--- src/rtl/ctrl_pipe.sv ---
// ctrl_pipe: decode of the D-stage instruction, E/M/W control bundle pipeline,
// Tuse/Tnew stall generation and forwarding-select generation for a 5-stage MIPS core.
// Interface timing: D-stage outputs are combinational from instr_d; E/M/W outputs
// come from registers that advance every clock. stall=1 holds PC and IF/D and
// loads a bubble into E while M and W keep advancing.
module ctrl_pipe #(
  parameter int REG_AW   = 5,
  parameter int LINK_REG = 31,
  parameter bit EXT_ISA  = 1'b0
) (
  input  logic              clk,
  input  logic              reset_n,
  input  logic [31:0]       instr_d,
  output logic              stall,
  output logic [1:0]        npc_sel_d,
  output logic [1:0]        ext_op_d,
  output logic [1:0]        fwd_rs_d,
  output logic [1:0]        fwd_rt_d,
  output logic              alu_src_e,
  output logic [1:0]        alu_ctr_e,
  output logic [1:0]        fwd_rs_e,
  output logic [1:0]        fwd_rt_e,
  output logic              mem_we_m,
  output logic              fwd_rt_m,
  output logic              reg_we_w,
  output logic [1:0]        mem2reg_w,
  output logic [REG_AW-1:0] a3_w
);

  // Control bundle carried through E/M/W. rs/rt hold a source only when the
  // stage that reads the register file value consumes it (0 otherwise), so the
  // forwarding compare never fires for a field the instruction ignores.
  typedef struct packed {
    logic              alu_src;
    logic [1:0]        alu_ctr;
    logic              mem_we;
    logic              reg_we;
    logic [1:0]        mem2reg;
    logic [REG_AW-1:0] a3;
    logic [1:0]        tnew;
    logic [REG_AW-1:0] rs;
    logic [REG_AW-1:0] rt;
  } bundle_t;

  bundle_t r_e, r_m, r_w;
  bundle_t w_dec, w_m_next, w_w_next;

  logic [5:0]        w_op, w_fn;
  logic [REG_AW-1:0] w_rs, w_rt, w_rd, w_dest;
  logic w_addu, w_subu, w_jr, w_ori, w_lui, w_lw, w_sw, w_beq, w_j, w_jal, w_addiu;
  logic w_rs_used, w_rt_used;   // source read at all (drives stall)
  logic w_rs_in_d, w_rt_in_d;   // source read by the D-stage comparator / jr
  logic [1:0] w_tuse_rs, w_tuse_rt;
  logic w_stall;
  logic w_unused;

  assign w_op = instr_d[31:26];
  assign w_fn = instr_d[5:0];
  assign w_rs = instr_d[21 +: REG_AW];
  assign w_rt = instr_d[16 +: REG_AW];
  assign w_rd = instr_d[11 +: REG_AW];

  assign w_addu  = (w_op == 6'h00) && (w_fn == 6'h21);
  assign w_subu  = (w_op == 6'h00) && (w_fn == 6'h23);
  assign w_jr    = (w_op == 6'h00) && (w_fn == 6'h08);
  assign w_ori   = (w_op == 6'h0d);
  assign w_lui   = (w_op == 6'h0f);
  assign w_lw    = (w_op == 6'h23);
  assign w_sw    = (w_op == 6'h2b);
  assign w_beq   = (w_op == 6'h04);
  assign w_j     = (w_op == 6'h02);
  assign w_jal   = (w_op == 6'h03);
  assign w_addiu = EXT_ISA && (w_op == 6'h09);

  // A producer in a stage blocks a consumer if its result is not ready in time.
  function automatic logic late_hit(input logic [REG_AW-1:0] src, input bundle_t b,
                                    input logic [1:0] tuse);
    return (src != '0) && b.reg_we && (b.a3 == src) && (b.tnew > tuse);
  endfunction

  // A producer in a stage can supply a consumer once its result exists (Tnew 0).
  function automatic logic ready_hit(input logic [REG_AW-1:0] src, input bundle_t b);
    return (src != '0) && b.reg_we && (b.a3 == src) && (b.tnew == 2'd0);
  endfunction

  // Decode the D-stage instruction into D-side selects, Tuse and the E bundle.
  always_comb begin
    w_dec     = '0;
    w_dest    = '0;
    npc_sel_d = 2'b00;
    ext_op_d  = 2'b00;
    w_rs_used = 1'b0;
    w_rt_used = 1'b0;
    w_rs_in_d = 1'b0;
    w_rt_in_d = 1'b0;
    w_tuse_rs = 2'd0;
    w_tuse_rt = 2'd0;
    if (w_addu || w_subu) begin
      w_dec.alu_ctr = w_subu ? 2'b01 : 2'b00;
      w_dec.reg_we  = 1'b1;
      w_dec.tnew    = 2'd1;
      w_dec.rs      = w_rs;
      w_dec.rt      = w_rt;
      w_dest        = w_rd;
      w_rs_used     = 1'b1;
      w_rt_used     = 1'b1;
      w_tuse_rs     = 2'd1;
      w_tuse_rt     = 2'd1;
    end else if (w_ori || w_lui || w_addiu) begin
      w_dec.alu_src = 1'b1;
      w_dec.alu_ctr = w_ori ? 2'b10 : 2'b00;
      w_dec.reg_we  = 1'b1;
      w_dec.tnew    = 2'd1;
      w_dec.rs      = w_rs;
      w_dest        = w_rt;
      w_rs_used     = 1'b1;
      w_tuse_rs     = 2'd1;
      ext_op_d      = w_ori ? 2'b00 : (w_lui ? 2'b10 : 2'b01);
    end else if (w_lw) begin
      w_dec.alu_src = 1'b1;
      w_dec.reg_we  = 1'b1;
      w_dec.mem2reg = 2'b01;
      w_dec.tnew    = 2'd2;
      w_dec.rs      = w_rs;
      w_dest        = w_rt;
      w_rs_used     = 1'b1;
      w_tuse_rs     = 2'd1;
      ext_op_d      = 2'b01;
    end else if (w_sw) begin
      w_dec.alu_src = 1'b1;
      w_dec.mem_we  = 1'b1;
      w_dec.rs      = w_rs;
      w_dec.rt      = w_rt;
      w_rs_used     = 1'b1;
      w_rt_used     = 1'b1;
      w_tuse_rs     = 2'd1;
      w_tuse_rt     = 2'd2;
      ext_op_d      = 2'b01;
    end else if (w_beq) begin
      npc_sel_d = 2'b01;
      ext_op_d  = 2'b01;
      w_rs_used = 1'b1;
      w_rt_used = 1'b1;
      w_rs_in_d = 1'b1;
      w_rt_in_d = 1'b1;
    end else if (w_j) begin
      npc_sel_d = 2'b10;
    end else if (w_jal) begin
      npc_sel_d     = 2'b10;
      w_dec.reg_we  = 1'b1;
      w_dec.mem2reg = 2'b10;
      w_dest        = REG_AW'(LINK_REG);
    end else if (w_jr) begin
      npc_sel_d = 2'b11;
      w_rs_used = 1'b1;
      w_rs_in_d = 1'b1;
    end
    // Writes to register 0 are dropped here so no later stage ever matches it.
    if (w_dest == '0) w_dec.reg_we = 1'b0;
    w_dec.a3 = w_dec.reg_we ? w_dest : '0;
  end

  // Stall and forwarding selects from the current E/M/W contents.
  always_comb begin
    w_stall = (w_rs_used && (late_hit(w_rs, r_e, w_tuse_rs) || late_hit(w_rs, r_m, w_tuse_rs))) ||
              (w_rt_used && (late_hit(w_rt, r_e, w_tuse_rt) || late_hit(w_rt, r_m, w_tuse_rt)));
    fwd_rs_d = 2'd0;
    fwd_rt_d = 2'd0;
    if (w_rs_in_d) begin
      if (ready_hit(w_rs, r_e))      fwd_rs_d = 2'd1;
      else if (ready_hit(w_rs, r_m)) fwd_rs_d = 2'd2;
    end
    if (w_rt_in_d) begin
      if (ready_hit(w_rt, r_e))      fwd_rt_d = 2'd1;
      else if (ready_hit(w_rt, r_m)) fwd_rt_d = 2'd2;
    end
    fwd_rs_e = ready_hit(r_e.rs, r_m) ? 2'd1 : (ready_hit(r_e.rs, r_w) ? 2'd2 : 2'd0);
    fwd_rt_e = ready_hit(r_e.rt, r_m) ? 2'd1 : (ready_hit(r_e.rt, r_w) ? 2'd2 : 2'd0);
    fwd_rt_m = r_m.mem_we && ready_hit(r_m.rt, r_w);
  end

  // Next M/W bundles: Tnew counts down by one per stage and is zero in W.
  always_comb begin
    w_m_next      = r_e;
    w_m_next.tnew = (r_e.tnew != 2'd0) ? (r_e.tnew - 2'd1) : 2'd0;
    w_w_next      = r_m;
    w_w_next.tnew = 2'd0;
  end

  // E/M/W control registers; a stall loads a bubble into E only.
  always_ff @(posedge clk or negedge reset_n) begin
    if (!reset_n) begin
      r_e <= '0;
      r_m <= '0;
      r_w <= '0;
    end else begin
      r_e <= w_stall ? '0 : w_dec;
      r_m <= w_m_next;
      r_w <= w_w_next;
    end
  end

  assign stall     = reset_n && w_stall;
  assign alu_src_e = r_e.alu_src;
  assign alu_ctr_e = r_e.alu_ctr;
  assign mem_we_m  = r_m.mem_we;
  assign reg_we_w  = r_w.reg_we;
  assign mem2reg_w = r_w.mem2reg;
  assign a3_w      = r_w.a3;

  // Shamt and the W-stage fields with no consumer past W.
  assign w_unused = ^{instr_d[10:6], r_w.alu_src, r_w.alu_ctr, r_w.mem_we, r_w.rs, r_w.rt};

endmodule
--- config.mk ---
export PLATFORM = sky130hd
export DESIGN_NAME = ctrl_pipe
export DESIGN_NICKNAME = d
export VERILOG_FILES = /design/src/rtl/ctrl_pipe.sv
export SDC_FILE = /design/constraint.sdc
export NUM_CORES = 1
export LEC_CHECK = 0
export CORE_MARGIN = 5
export CORE_UTILIZATION = 30
export CTS_BUF_LIST = sky130_fd_sc_hd__clkbuf_8
export CTS_CLUSTER_SIZE = 40
export DETAILED_ROUTE_END_ITERATION = 8
export SETUP_SLACK_MARGIN = 0.15
export SLEW_MARGIN = 40
export SYNTH_ARGS = -nofsm -noshare
export SYNTH_HDL_FRONTEND = slang
export SYNTH_SLANG_ARGS = --single-unit
export TNS_END_PERCENT = 1
--- constraint.sdc ---
create_clock -name clk -period 3.57 [get_ports clk]
set_input_delay 0.8925 -clock clk [delete_from_list [all_inputs] [get_ports clk]]
set_output_delay 0.8925 -clock clk [all_outputs]
set_load 0.01 [all_outputs]
### Word-level counts from Yosys, hierarchy flattened

Index checks and enable logic that the tools add are counted.

* mux-type cells: 92
* magnitude comparators: 4
* add/subtract/negate cells: 1
* reduce and logical (&&, ||, !) cells: 50
* eq/ne operators: 19

Operators by type and width (number)
* $mux W2: 33
* $mux W5: 11
* $eq A5 B5 Y1: 9
* $mux W1: 39
* $logic_and A1 B1 Y1: 35
* $reduce_bool A5 Y1: 5
* $eq A6 B6 Y1 const B: 4
* $mux W24: 1
* $eq A6 B4 Y1 const B: 3
* $mux W3: 5
* $eq A6 B2 Y1 const B: 2
* $mux W12: 1
* $mux W10: 1
* $gt A2 B2 Y1: 4
* $mux W7: 1
* $eq A6 B3 Y1 const B: 1
* $logic_not A6 Y1: 1
* $logic_not A5 Y1: 1
* $logic_or A1 B1 Y1: 5
* $logic_not A2 Y1: 2
* $reduce_bool A2 Y1: 1
* $sub A2 B1 Y2 const B: 1

* word-level logic and storage cells: 184
* register bits after elaboration: 48

### Longest topological paths before layout

Gate-level depths: netlist of the first run.

* depth in word-level cells: 13
* gate-level depth with buffers: 11
* mapped depth without buffers: 9

### Worst setup path before layout of the first run

OpenSTA, ideal clock, no wires.

* path type: input to output
* start point: input port instr_d[29]
* end point: output port stall
* path slack: -202 ps
* data required time: 2678 ps
* path buffers: 1
* stages on the path: 10
* arrival time: 2880 ps
* path through: nor4_2 -> nand3b_2 -> nand2_1 -> ha_1 -> nor2_1 -> nor2_1 -> nor3_1 -> o22a_4 -> buf_6 -> o21a_1

* longest elaborated chain between the ends: 13

RTL lines
* from (decl): line 13 `input logic [31:0] instr_d,`
* $logic_not A6 Y1: line 63, 64, 65
* $logic_and A1 B1 Y1: line 65 `assign w_jr = (w_op == 6'h00) && (w_fn == 6'h08);`
* $mux W1: line 153 `end else if (w_jr) begin`
* $mux W1: line 148 `end else if (w_jal) begin`
* $mux W1: line 146 `end else if (w_j) begin`
* $mux W1: line 139 `end else if (w_beq) begin`
* $mux W1: line 129 `end else if (w_sw) begin`
* $mux W1: line 119 `end else if (w_lw) begin`
* $mux W1: line 109 `end else if (w_ori || w_lui || w_addiu) begin`
* $mux W1: line 98 `if (w_addu || w_subu) begin`
* $logic_and A1 B1 Y1: line 165 `w_stall = (w_rs_used && (late_hit(w_rs, r_e, w_tuse_rs) || late_hit(w_rs, r_m, w_tuse_rs))) ||`
* $logic_or A1 B1 Y1 (*): line 165
* $logic_and A1 B1 Y1 (*): line 203 `assign stall = reset_n && w_stall;`
* to (decl): line 14 `output logic stall,`

Every way passes the cells marked *; elsewhere a longest branch is shown, timed or not.

### Final worst setup path of the first run

Same ends and word-level chain as after synthesis.

==> summary.json, run 1 <==
{
  "run_status": {"value": "complete, but fails checks"},
  "violations": {"value": "negative setup slack"},
  "synth.ff_latch_count": {"value": 47},
  "finalClockSkew": {"value": 0.00956, "unit": "ns"},
  "post_synth_and_or_nand_nor_area_fraction": {"value": 0.231},
  "antenna_cells": {"value": 0},
  "synth_warnings": {"value": 0},
  "cp.arrival": {"value": 2.70, "unit": "ns"},
  "clockPowerShare": {"value": 0.296},
  "post_synth_fa_ha_maj_area_fraction": {"value": 0.0282},
  "combPwrFrac": {"value": 0.168},
  "timing.max_cap.violations": {"value": 0},
  "drt_drc_violations_left": {"value": 0},
  "clkSlewWorstSetupHoldPaths": {"value": 0.08, "unit": "ns"},
  "leakagePower": {"value": 1.70, "unit": "nW"},
  "rrSetupSlack": {"value": 1.47, "unit": "ns"},
  "power.sequential.fraction": {"value": 0.536},
  "most-common-layout-cells": {"value": "sky130_fd_sc_hd__buf_4 (55), sky130_fd_sc_hd__dfrtp_1 (47), sky130_fd_sc_hd__xnor2_1 (37)"},
  "critical_path_class": {"value": "input port to primary output"},
  "drt_iter0_drc": {"value": 83},
  "final_critical_path_setup_slack": {"value": -0.0211, "unit": "ns"},
  "grt_pass1_wl": {"value": 12400, "unit": "um"},
  "layout_commonest_cell": {"value": "sky130_fd_sc_hd__buf_4"},
  "ir_drop": {"value": 135, "unit": "uV"},
  "area_delta_synth_final": {"value": 50.8, "unit": "%"},
  "cts.htree.levels": {"value": 2},
  "maxSlewHeadroom": {"value": 0.612},
  "critPathMaxFanout": {"value": 5},
  "initial_core_util": {"value": 0.307},
  "power.switching_fraction": {"value": 0.258},
  "drt_first_pass_iters": {"value": 4},
  "design.portCount": {"value": 60},
  "cts_num_sinks": {"value": 47},
  "power.net_switching": {"value": 267, "unit": "uW"},
  "port_buffers": {"value": 54},
  "groute.usage.overall": {"value": 0.140},
  "finish.utilization": {"value": 0.463},
  "syn-cell-area": {"value": 0.00266, "unit": "mm^2"},
  "total_power": {"value": 1.03, "unit": "mW"},
  "clock_tree.root_cell": {"value": "sky130_fd_sc_hd__clkbuf_8"},
  "synth_xor_xnor_area_share": {"value": 0.145},
  "die_w": {"value": 104, "unit": "um"},
  "final-max-slew-violation-count": {"value": 0},
  "post-place-cells": {"value": 451},
  "route.antenna.remaining_nets": {"value": 0},
  "fp.dieH": {"value": 104, "unit": "um"},
  "cp-start-kind": {"value": "input port"},
  "synth_top_family_by_area": {"value": "simple AND/OR/NAND/NOR gates"},
  "seq_area_frac_synth": {"value": 0.442},
  "grt_pass1_vias": {"value": 2433},
  "final_net_count": {"value": 405},
  "synth_cells": {"value": 258},
  "number_of_flops_mapped_to_enable_cells_by_yosys": {"value": 0},
  "synth_ff_type": {"value": "sky130_fd_sc_hd__dfrtp_1"},
  "layout_worst_path_cycle_share": {"value": 1.01},
  "tritoncts": {"value": "yes"},
  "setup_viol": {"value": 1},
  "drive_gt1_frac": {"value": 0.352},
  "worst_hold_slack": {"value": 0.352, "unit": "ns"},
  "clockBufferDepth": {"value": 2},
  "dp_hpwl": {"value": 5640, "unit": "um"},
  "globalRoute.totalOverflow": {"value": 0},
  "clock_latency_on_the_worst_skew_pair": {"value": 0.31, "unit": "ns"},
  "final_cells": {"value": 474},
  "cts_inserted_buffers": {"value": 5},
  "tns": {"value": -0.0211, "unit": "ns"},
  "design.die.area": {"value": 0.0109, "unit": "mm^2"},
  "clock.fmax": {"value": 278, "unit": "MHz"},
  "netlist-cell-type-count": {"value": 49},
  "period_minus_ws_final": {"value": 3.59, "unit": "ns"},
  "cell_internal_pwr": {"value": 768, "unit": "uW"},
  "grt_antenna_before_repair": {"value": 0},
  "asyncSetResetFlopFracSynth": {"value": 1.00},
  "max_slew.worst_pin.slew": {"value": 0.582, "unit": "ns"},
  "min_path_type": {"value": "flip-flop to flip-flop"},
  "placement_rows": {"value": 34},
  "grt_start_max_net_pins": {"value": 48},
  "route.detailed.wl_per_inst": {"value": 15.8, "unit": "um"},
  "r2r_cells": {"value": 6},
  "grt_setup_unrepaired": {"value": "true"},
  "hold_path_depth": {"value": 0},
  "route.vias.total": {"value": 2292},
  "synth_compound_area_frac": {"value": 0.117},
  "syn-mean-instance-area": {"value": 10.3, "unit": "um^2"},
  "p_per_area": {"value": 258, "unit": "mW/mm^2"},
  "coreArea": {"value": 0.00868, "unit": "mm^2"},
  "worstPathRequired": {"value": 2.68, "unit": "ns"},
  "place.gp.congestion": {"value": 0.882},
  "endpoint_kind": {"value": "primary output"},
  "muxShareOfSynthArea": {"value": 0},
  "final_hold_violations": {"value": 0},
  "route.final.wire_length": {"value": 7490, "unit": "um"},
  "synth_nets": {"value": 298},
  "routed_via_density": {"value": 4.84}
}
timing repair:
action                     4_1_cts  5_1_grt
resized for setup               98       27
buffers inserted                12        3
hold buffers                     0        0
setup endpoints to repair        9        8
pin swaps                       22       18
gates cloned                     0        0
registers in the layout, summed over array words and instances, names as in the netlist:
signal / flops
mem_we_m: 1
alu_ctr_e: 2
alu_src_e: 1
r_e: 20
mem2reg_w: 2
a3_w: 5
reg_we_w: 1
r_m: 15
power by group through the flow:
stage	Clock [mW]	Combinational, mW	Sequential (mW)
finish	0.306	0.174	0.555
global route	0.333	0.190	0.556
CTS	0.313	0.169	0.554
detailed placement	0	0.163	0.565
global placement	0	0.162	0.565
floorplan	0	0.0632	0.561
stage by stage:
stage               instance area [um^2]  worst slack [ns]
finish                              4020           -0.0211
global route                        4020           -0.0829
CTS                                 3970           -0.0468
detailed placement                  3660            -0.934
global placement                    3660            -0.824
floorplan                           2720            0.0112
area by class of cell:
cell class              instances  area [um^2]
clock buffers                   5         68.8
inverters                       8         37.5
fillers                       826         4660
multi-input cells             191         1650
repair buffers                112          930
well taps                     108          135
clock inverters                 3         16.3
flip-flops and latches         47         1180
cells by family (layout without fill, tap and decap cells):
family / Yosys count / after routing
xor+xnor: 44 / 44
buf+inv: 20 / 128
flops: 47 / 47
simple gates: 110 / 110
fa+ha+maj: 6 / 6
compound gates: 31 / 31
critical path, cell delays in order:
cell and delay (ns):
sky130_fd_sc_hd__buf_8 0.11, sky130_fd_sc_hd__nor4_4 0.34, sky130_fd_sc_hd__nand3b_4 0.15, sky130_fd_sc_hd__buf_12 0.15, sky130_fd_sc_hd__inv_8 0.06, sky130_fd_sc_hd__ha_4 0.12
sky130_fd_sc_hd__inv_1 0.04, sky130_fd_sc_hd__a21oi_2 0.17, sky130_fd_sc_hd__a2111oi_4 0.06, sky130_fd_sc_hd__o22a_2 0.25, sky130_fd_sc_hd__o21a_1 0.21, sky130_fd_sc_hd__buf_2 0.15
per-layer routing:
metal  GRT usage  up-vias  part of all wire
met2       0.242       45              0.50
met1       0.174     1099              0.44
met4      0.0453        0             0.019
met3      0.0273       12             0.037
met5           0        -                 0
li1            -     1136                 -
final timing paths:
kind	start	end
max in group asynchronous	reset_n	alu_src_e
setup / recovery	instr_d[29]	stall
hold / removal	r_m[17]	mem2reg_w[0]
hold reg to reg	r_m[17]	mem2reg_w[0]
min in group asynchronous	reset_n	alu_ctr_e[1]
setup reg to reg	r_m[14]	alu_src_e
synthesized netlist by cell type (3+ instances only):
cell type,n,area share
sky130_fd_sc_hd__ha_1,6,0.028
sky130_fd_sc_hd__buf_2,3,0.0056
sky130_fd_sc_hd__or4_1,4,0.011
sky130_fd_sc_hd__nor3_1,24,0.045
sky130_fd_sc_hd__nand4_1,8,0.019
sky130_fd_sc_hd__and2_1,3,0.0070
sky130_fd_sc_hd__clkbuf_1,5,0.0070
sky130_fd_sc_hd__nor2b_1,4,0.0094
sky130_fd_sc_hd__o21ai_0,4,0.0075
sky130_fd_sc_hd__a2111oi_2,3,0.017
sky130_fd_sc_hd__a21oi_1,6,0.011
sky130_fd_sc_hd__inv_1,7,0.0099
sky130_fd_sc_hd__nand3_1,4,0.0075
sky130_fd_sc_hd__nand3b_1,4,0.011
sky130_fd_sc_hd__xor2_1,4,0.013
sky130_fd_sc_hd__xnor2_1,40,0.13
sky130_fd_sc_hd__nor2_1,16,0.023
sky130_fd_sc_hd__nor4_1,6,0.014
sky130_fd_sc_hd__nand2_1,24,0.034
sky130_fd_sc_hd__dfrtp_1,47,0.44
Power figures use the tool's default switching activity.
==> run 2: changes to the inputs <==
--- a/config.mk
+++ b/config.mk
@@ -6,10 +6,11 @@
 export NUM_CORES = 1
 export LEC_CHECK = 0
 export CORE_MARGIN = 5
-export CORE_UTILIZATION = 30
+export CORE_UTILIZATION = 45
 export CTS_BUF_LIST = sky130_fd_sc_hd__clkbuf_8
 export CTS_CLUSTER_SIZE = 40
 export DETAILED_ROUTE_END_ITERATION = 8
+export PLACE_DENSITY = 0.76
 export SETUP_SLACK_MARGIN = 0.15
 export SLEW_MARGIN = 40
 export SYNTH_ARGS = -nofsm -noshare
==> run 2 against run 1 <==
The flow still finishes with violations (negative setup slack). First-iteration DRC count grew 30%. Wire length grew 3.8%. Highest routed layer unchanged. Register-to-register slack is essentially flat. Sequential share of layout area is essentially flat.
==> summary.json, run 2 (synthesized netlist as in run 1, its figures left out) <==
{
  "final_cells": {"value": 444, "change": "-6.3%"},
  "drt_iter0_drc": {"value": 108, "change": "+30%"},
  "route.antenna.remaining_nets": {"value": 0, "change": "unchanged"},
  "dp_slack": {"value": -0.905, "unit": "ns", "change": "+0.0289 ns"},
  "area_delta_synth_final": {"value": 51.1, "unit": "%"},
  "layout_worst_path_cycle_share": {"value": 1.02, "change": "+0.0156"},
  "critPathMaxFanout": {"value": 4, "change": "-1"},
  "num-fill-cells": {"value": 430, "change": "-48%"},
  "final_net_count": {"value": 408, "change": "+0.74%"},
  "crit_chain": {"value": "clkdlybuf4s15_2 -> buf_4 -> nand2b_1 -> a21o_1 -> nand2_4 -> ha_1 -> nor2_1 -> o22ai_2 -> nor3_2 -> o22a_4 -> o21a_1 -> buf_2"},
  "regMostFlops": {"value": "r_e"},
  "grt_start_max_net_pins": {"value": 48, "change": "unchanged"},
  "grt_pass1_wl": {"value": 12400, "unit": "um", "change": "+0.44%"},
  "clock_latency_on_the_worst_skew_pair": {"value": 0.32, "unit": "ns", "change": "about the same"},
  "ir_drop": {"value": 269, "unit": "uV", "change": "+99%"},
  "leakagePower": {"value": 1.73, "unit": "nW", "change": "+1.8%"},
  "route.final.wire_length": {"value": 7770, "unit": "um", "change": "+3.8%"},
  "endpoint_kind": {"value": "primary output"},
  "period_minus_ws_final": {"value": 3.65, "unit": "ns", "change": "+0.0558 ns"},
  "route.vias.total": {"value": 2398, "change": "+4.6%"},
  "clockBufferDepth": {"value": 2, "change": "unchanged"},
  "initial_core_util": {"value": 0.455, "change": "+0.148"},
  "most-common-layout-cells": {"value": "sky130_fd_sc_hd__buf_4 (59), sky130_fd_sc_hd__dfrtp_1 (47), sky130_fd_sc_hd__xnor2_1 (37)"},
  "cts.htree.levels": {"value": 2, "change": "unchanged"},
  "drive_gt1_frac": {"value": 0.341, "change": "-0.0110"},
  "tritoncts": {"value": "yes"},
  "globalRoute.totalOverflow": {"value": 0, "change": "unchanged"},
  "tns": {"value": -0.0769, "unit": "ns", "change": "-0.0558 ns"},
  "maxSlewHeadroom": {"value": 0.615, "change": "+0.00303"},
  "design.die.area": {"value": 0.00756, "unit": "mm^2", "change": "-30%"},
  "cts_inserted_buffers": {"value": 5, "change": "unchanged"},
  "largest_reg_flops": {"value": 20, "change": "unchanged"},
  "cp-start-kind": {"value": "input port"},
  "clock_tree.root_cell": {"value": "sky130_fd_sc_hd__clkbuf_8"},
  "wl_met2": {"value": 4160, "unit": "um", "change": "+10%"},
  "rrSetupSlack": {"value": 1.47, "unit": "ns", "change": "about the same"},
  "critical_path.slowest_cell": {"value": "sky130_fd_sc_hd__ha_1"},
  "grt_setup_unrepaired": {"value": "true"},
  "drt_first_pass_iters": {"value": 4, "change": "unchanged"},
  "port_buffers": {"value": 54, "change": "unchanged"},
  "max_slew.worst_pin.slew": {"value": 0.578, "unit": "ns", "change": "-0.00455 ns"},
  "clkSlewWorstSetupHoldPaths": {"value": 0.08, "unit": "ns", "change": "about the same"},
  "grt_antenna_before_repair": {"value": 0, "change": "unchanged"},
  "final_critical_path_setup_slack": {"value": -0.0769, "unit": "ns", "change": "-0.0558 ns"},
  "route.detailed.wl_per_inst": {"value": 17.5, "unit": "um", "change": "+11%"},
  "final_hold_violations": {"value": 0, "change": "unchanged"},
  "critical_path_class": {"value": "input port to primary output"},
  "cts_num_sinks": {"value": 47, "change": "unchanged"},
  "final-max-slew-violation-count": {"value": 0, "change": "unchanged"},
  "run_status": {"value": "complete, but fails checks"},
  "cp.arrival": {"value": 2.75, "unit": "ns", "change": "+0.05 ns"},
  "dp_hpwl": {"value": 5330, "unit": "um", "change": "-5.5%"},
  "total_power": {"value": 1.13, "unit": "mW", "change": "+9.4%"},
  "top_layer_used": {"value": "met4"},
  "p_per_area": {"value": 281, "unit": "mW/mm^2", "change": "+9.2%"},
  "coreArea": {"value": 0.00585, "unit": "mm^2", "change": "-33%"},
  "timing.critical_path.slowest_cell_delay": {"value": 0.28, "unit": "ns", "change": "-0.06 ns"},
  "layout_commonest_cell": {"value": "sky130_fd_sc_hd__buf_4"},
  "post-place-cells": {"value": 422, "change": "-6.4%"},
  "cts.hold.buffers_added": {"value": 0, "change": "unchanged"},
  "routed_via_density": {"value": 5.40, "change": "+12%"},
  "regArea": {"value": 0.00118, "unit": "mm^2", "change": "unchanged"},
  "timing.max_cap.violations": {"value": 0, "change": "unchanged"},
  "clock.fmax": {"value": 274, "unit": "MHz", "change": "-1.5%"},
  "violations": {"value": "negative setup slack"},
  "finalClockSkew": {"value": 0.0113, "unit": "ns", "change": "+0.00175 ns"},
  "groute.usage.overall": {"value": 0.217, "change": "+0.0770"},
  "met1Wirelength": {"value": 2990, "unit": "um", "change": "-9.2%"},
  "place.gp.congestion": {"value": 0.843, "change": "-4.5%"},
  "min_path_type": {"value": "flip-flop to flip-flop"},
  "fp.dieH": {"value": 86.9, "unit": "um", "change": "-17%"},
  "worstPathRequired": {"value": 2.68, "unit": "ns", "change": "about the same"},
  "placement_rows": {"value": 28, "change": "-18%"},
  "die_w": {"value": 86.9, "unit": "um", "change": "-17%"},
  "design.portCount": {"value": 60, "change": "unchanged"},
  "met3_wirelength": {"value": 360, "unit": "um", "change": "+29%"},
  "multi_input_comb_area": {"value": 0.00164, "unit": "mm^2", "change": "-1.1%"},
  "grt_pass1_vias": {"value": 2547, "change": "+4.7%"},
  "setup_viol": {"value": 1, "change": "unchanged"},
  "drt_drc_violations_left": {"value": 0, "change": "unchanged"},
  "antenna_cells": {"value": 0, "change": "unchanged"}
}
==> run 2: what timing repair did <==
item | CTS | global route
gates resized for setup | 92 | 21
setup endpoints to repair | 9 | 6
setup buffers | 9 | 5
pin swaps | 20 | 9
endpoints found under the hold margin | 0 | 0
==> run 2: critical path: cells and delay by family <==
family	cells	cell delay, ns
fa+ha+maj	1	0.28
buf+inv	3	0.51
simple gates	4	0.50
compound gates	4	0.58
==> run 2: cell type report <==
cell class,count,share of cell area
clock inverters,3,0.0109
inverters,8,0.00809
well taps,75,0.0233
clock buffers,5,0.0171
multi-input cells,191,0.407
flip-flops and latches,47,0.292
repair buffers,115,0.242
==> run 2: path summary, 6_finish.rpt <==
kind	start	endpoint	cells after the start
worst max-delay path	instr_d[26]	stall	12
worst min-delay path	r_e[18]	r_m[18]	0
worst max register to register	r_e[16]	r_e[1]	7
worst min register to register	r_e[18]	r_m[18]	0
max in group asynchronous	reset_n	r_e[2]	2
min in group asynchronous	reset_n	r_m[13]	2
==> run 2: per-layer routing <==
layer	vias to the layer above	GRT usage
met3	21	0.0454
met5	-	0
li1	1139	-
met2	75	0.398
met1	1163	0.235
met4	0	0.102
==> run 2: power breakdown <==
group          total, mW  leakage (nW)  internal (mW)  switching, mW
sequential         0.555         0.651          0.541         0.0141
clock              0.397        0.0581          0.209          0.189
combinational      0.179          1.02         0.0974         0.0819
total               1.13          1.73          0.847          0.285
==> run 2: stage by stage <==
stage                     cell area [um^2]  hold slack, ns   util
after floorplan                       2720           0.331      -
after global placement                3630           0.333  0.621
after detailed placement              3630           0.335  0.621
after CTS                             3940           0.354  0.673
after global routing                  4020           0.375  0.688
final                                 4020           0.353  0.688
==> run 3: changes to the inputs <==
--- a/config.mk
+++ b/config.mk
@@ -5,12 +5,14 @@
 export SDC_FILE = /design/constraint.sdc
 export NUM_CORES = 1
 export LEC_CHECK = 0
+export CELL_PAD_IN_SITES_DETAIL_PLACEMENT = 1
+export CELL_PAD_IN_SITES_GLOBAL_PLACEMENT = 2
 export CORE_MARGIN = 5
-export CORE_UTILIZATION = 45
+export CORE_UTILIZATION = 29
 export CTS_BUF_LIST = sky130_fd_sc_hd__clkbuf_8
 export CTS_CLUSTER_SIZE = 40
 export DETAILED_ROUTE_END_ITERATION = 8
-export PLACE_DENSITY = 0.76
+export PLACE_DENSITY_LB_ADDON = 0.1
 export SETUP_SLACK_MARGIN = 0.15
 export SLEW_MARGIN = 40
 export SYNTH_ARGS = -nofsm -noshare
==> run 3 against run 2 <==
The flow now finishes without violations. Clock power increased by 3%. Worst hold slack improved by 0.0053 ns. Non-clock buffer count shrank 6. Wire length up 8.7%. First-iteration DRC count is 45% lower. Combinational power fell by 3%. Clock-buffer cell count unchanged. Utilization down 25 points. Clock skew shrank 0.0043 ns. Critical path type unchanged.
==> summary.json, run 3 (synthesized netlist as in run 1, its figures left out) <==
{
  "final-max-slew-violation-count": {"value": 0, "change": "unchanged"},
  "route.final.wire_length": {"value": 8440, "unit": "um", "change": "+8.7%"},
  "timing.max_cap.violations": {"value": 0, "change": "unchanged"},
  "port_buffers": {"value": 54, "change": "unchanged"},
  "ir_drop": {"value": 125, "unit": "uV", "change": "-53%"},
  "final_net_count": {"value": 402, "change": "-1.5%"},
  "dp_slack": {"value": -0.938, "unit": "ns", "change": "-0.0328 ns"},
  "grt_pass1_wl": {"value": 13800, "unit": "um", "change": "+11%"},
  "groute.usage.overall": {"value": 0.157, "change": "-0.0598"},
  "run_status": {"value": "finished clean"},
  "grt_antenna_before_repair": {"value": 0, "change": "unchanged"},
  "rrSetupSlack": {"value": 1.46, "unit": "ns", "change": "about the same"},
  "cts.htree.levels": {"value": 2, "change": "unchanged"},
  "p_per_area": {"value": 287, "unit": "mW/mm^2", "change": "+1.9%"},
  "cts_inserted_buffers": {"value": 5, "change": "unchanged"},
  "cp.arrival": {"value": 2.67, "unit": "ns", "change": "-0.08 ns"},
  "period_minus_ws_final": {"value": 3.56, "unit": "ns", "change": "-0.0883 ns"},
  "r2r-start": {"value": "r_e[16]"},
  "clock.fmax": {"value": 281, "unit": "MHz", "change": "+2.5%"},
  "critical_path_class": {"value": "input port to primary output"},
  "endpoint_kind": {"value": "primary output"},
  "final_hold_violations": {"value": 0, "change": "unchanged"},
  "clockPowerShare": {"value": 0.360, "change": "+0.009"},
  "tritoncts": {"value": "yes"},
  "post-place-cells": {"value": 460, "change": "+9.0%"},
  "power.net_switching": {"value": 294, "unit": "uW", "change": "+3.2%"},
  "area_delta_synth_final": {"value": 49.2, "unit": "%"},
  "multi_input_comb_area": {"value": 0.00160, "unit": "mm^2", "change": "-2.1%"},
  "grt_start_max_net_pins": {"value": 48, "change": "unchanged"},
  "route.detailed.wl_per_inst": {"value": 17.8, "unit": "um", "change": "+1.8%"},
  "clock_tree.root_cell": {"value": "sky130_fd_sc_hd__clkbuf_8"},
  "num-fill-cells": {"value": 1033, "change": "+140%"},
  "fp.dieH": {"value": 106, "unit": "um", "change": "+22%"},
  "design.die.area": {"value": 0.0112, "unit": "mm^2", "change": "+48%"},
  "drive_gt1_frac": {"value": 0.333, "change": "-0.00813"},
  "drt_drc_violations_left": {"value": 0, "change": "unchanged"},
  "hp-start": {"value": "r_m[18]"},
  "cts.hold.buffers_added": {"value": 0, "change": "unchanged"},
  "clkSlewWorstSetupHoldPaths": {"value": 0.10, "unit": "ns", "change": "+0.02 ns"},
  "drt_iter0_drc": {"value": 59, "change": "-45%"},
  "finish.utilization": {"value": 0.436, "change": "-0.252"},
  "placement_rows": {"value": 35, "change": "+25%"},
  "die_w": {"value": 106, "unit": "um", "change": "+22%"},
  "regArea": {"value": 0.00118, "unit": "mm^2", "change": "unchanged"},
  "r2r_cells": {"value": 7, "change": "unchanged"},
  "min_path_type": {"value": "flip-flop to flip-flop"},
  "cts_num_sinks": {"value": 47, "change": "unchanged"},
  "cp-start-kind": {"value": "input port"},
  "globalRoute.totalOverflow": {"value": 0, "change": "unchanged"},
  "clock_latency_on_the_worst_skew_pair": {"value": 0.31, "unit": "ns", "change": "about the same"},
  "regMostFlops": {"value": "r_e"},
  "coreArea": {"value": 0.00911, "unit": "mm^2", "change": "+56%"},
  "leakagePower": {"value": 1.68, "unit": "nW", "change": "-3.1%"},
  "final_critical_path_setup_slack": {"value": 0.0115, "unit": "ns", "change": "+0.0883 ns"},
  "antenna_cells": {"value": 0, "change": "unchanged"},
  "routed_via_density": {"value": 4.87, "change": "-9.9%"},
  "finalClockSkew": {"value": 0.00700, "unit": "ns", "change": "-0.00432 ns"},
  "drt_first_pass_iters": {"value": 4, "change": "unchanged"},
  "combPwrFrac": {"value": 0.153, "change": "-0.005"},
  "worstPathRequired": {"value": 2.68, "unit": "ns", "change": "about the same"},
  "clockBufferDepth": {"value": 2, "change": "unchanged"},
  "worst_hold_path.endpoint": {"value": "mem2reg_w[1]"},
  "largest_reg_flops": {"value": 20, "change": "unchanged"},
  "route.antenna.remaining_nets": {"value": 0, "change": "unchanged"},
  "route.vias.total": {"value": 2307, "change": "-3.8%"},
  "max_slew.worst_pin.slew": {"value": 0.598, "unit": "ns", "change": "+0.0199 ns"},
  "maxSlewHeadroom": {"value": 0.602, "change": "-0.0133"},
  "design.portCount": {"value": 60, "change": "unchanged"},
  "initial_core_util": {"value": 0.292, "change": "-0.163"},
  "regToRegEndpoint": {"value": "r_e[6]"},
  "grt_pass1_vias": {"value": 2557, "change": "+0.39%"},
  "dp_hpwl": {"value": 6600, "unit": "um", "change": "+24%"},
  "cell_internal_pwr": {"value": 845, "unit": "uW", "change": "-0.22%"},
  "most-common-layout-cells": {"value": "sky130_fd_sc_hd__buf_4 (53), sky130_fd_sc_hd__dfrtp_1 (47), sky130_fd_sc_hd__xnor2_1 (37)"},
  "layout_commonest_cell": {"value": "sky130_fd_sc_hd__buf_4"},
  "critPathMaxFanout": {"value": 2, "change": "-2"},
  "layout_worst_path_cycle_share": {"value": 0.997, "change": "-0.0247"},
  "hold_path_depth": {"value": 0, "change": "unchanged"},
  "final_cells": {"value": 474, "change": "+6.8%"},
  "power.switching_fraction": {"value": 0.258, "change": "+0.00645"},
  "grt_setup_unrepaired": {"value": "true"},
  "setup_viol": {"value": 0, "change": "-1"},
  "place.gp.congestion": {"value": 0.806, "change": "-4.4%"},
  "power.sequential.fraction": {"value": 0.487, "change": "-0.003"},
  "tns": {"value": 0, "unit": "ns", "change": "+0.0769 ns"}
}
==> run 3: cell types whose count changed in the layout (fill, tap and decap cells not counted), sizes merged <==
cell,previous run,this run
clkinvlp,0,1
clkinv,3,1
inv,7,8
buf,73,68
clkdlybuf4s50,24,25
clkdlybuf4s15,5,4
clkbuf,5,6
dlymetal6s2s,2,0
==> run 3: critical path: stages <==
cell                            delay [ns]
sky130_fd_sc_hd__dlygate4sd2_1        0.26
sky130_fd_sc_hd__buf_4                0.15
sky130_fd_sc_hd__buf_4                0.14
sky130_fd_sc_hd__xnor2_1              0.18
sky130_fd_sc_hd__nand4_1              0.20
sky130_fd_sc_hd__buf_4                0.20
sky130_fd_sc_hd__nor3_2               0.19
sky130_fd_sc_hd__o22a_4               0.18
sky130_fd_sc_hd__o21a_1               0.13
sky130_fd_sc_hd__buf_2                0.14
==> run 3: worst max path at each step <==
stage	from	end	slack, ns	cells after the start
finish	instr_d[23]	stall	0.01	10
detailed placement	instr_d[28]	stall	-0.94	11
global placement	instr_d[28]	stall	-0.86	9
global route	instr_d[23]	stall	-0.08	10
CTS	instr_d[4]	stall	-0.01	11
floorplan	instr_d[31]	stall	0.01	8
==> run 3: timing repair <==
item	CTS	global route
gates resized for setup	97	15
buffers inserted	6	0
setup endpoints to repair	9	6
pin swaps	25	16
==> run 3: cell type report <==
type | count | area share
repair buffers | 109 | 0.229
clock buffers | 5 | 0.0173
inverters | 8 | 0.00819
well taps | 111 | 0.0350
flip-flops and latches | 47 | 0.296
clock inverters | 3 | 0.0117
multi-input cells | 191 | 0.403
==> run 3: power by group through the flow <==
stage	clock, mW	sequential, mW	combinational [mW]
after floorplan	0	0.561	0.0632
after global placement	0	0.566	0.166
after detailed placement	0	0.566	0.169
after CTS	0.421	0.555	0.172
after global routing	0.438	0.557	0.191
final	0.410	0.555	0.174
==> run 3: metrics by stage <==
step	total power [mW]	hold slack, ns	area (um^2)
final	1.14	0.359	3970
after global routing	1.19	0.364	3970
after CTS	1.15	0.356	3900
after detailed placement	0.735	0.339	3690
after global placement	0.732	0.333	3690
after floorplan	0.625	0.331	2720
==> run 3: metal layers <==
metal / track usage / up-vias / wire, um
met5: 0 / - / 0
met4: 0.0398 / 0 / 81
met3: 0.0220 / 8 / 261
met2: 0.297 / 48 / 4650
met1: 0.185 / 1128 / 3450
li1: - / 1123 / -
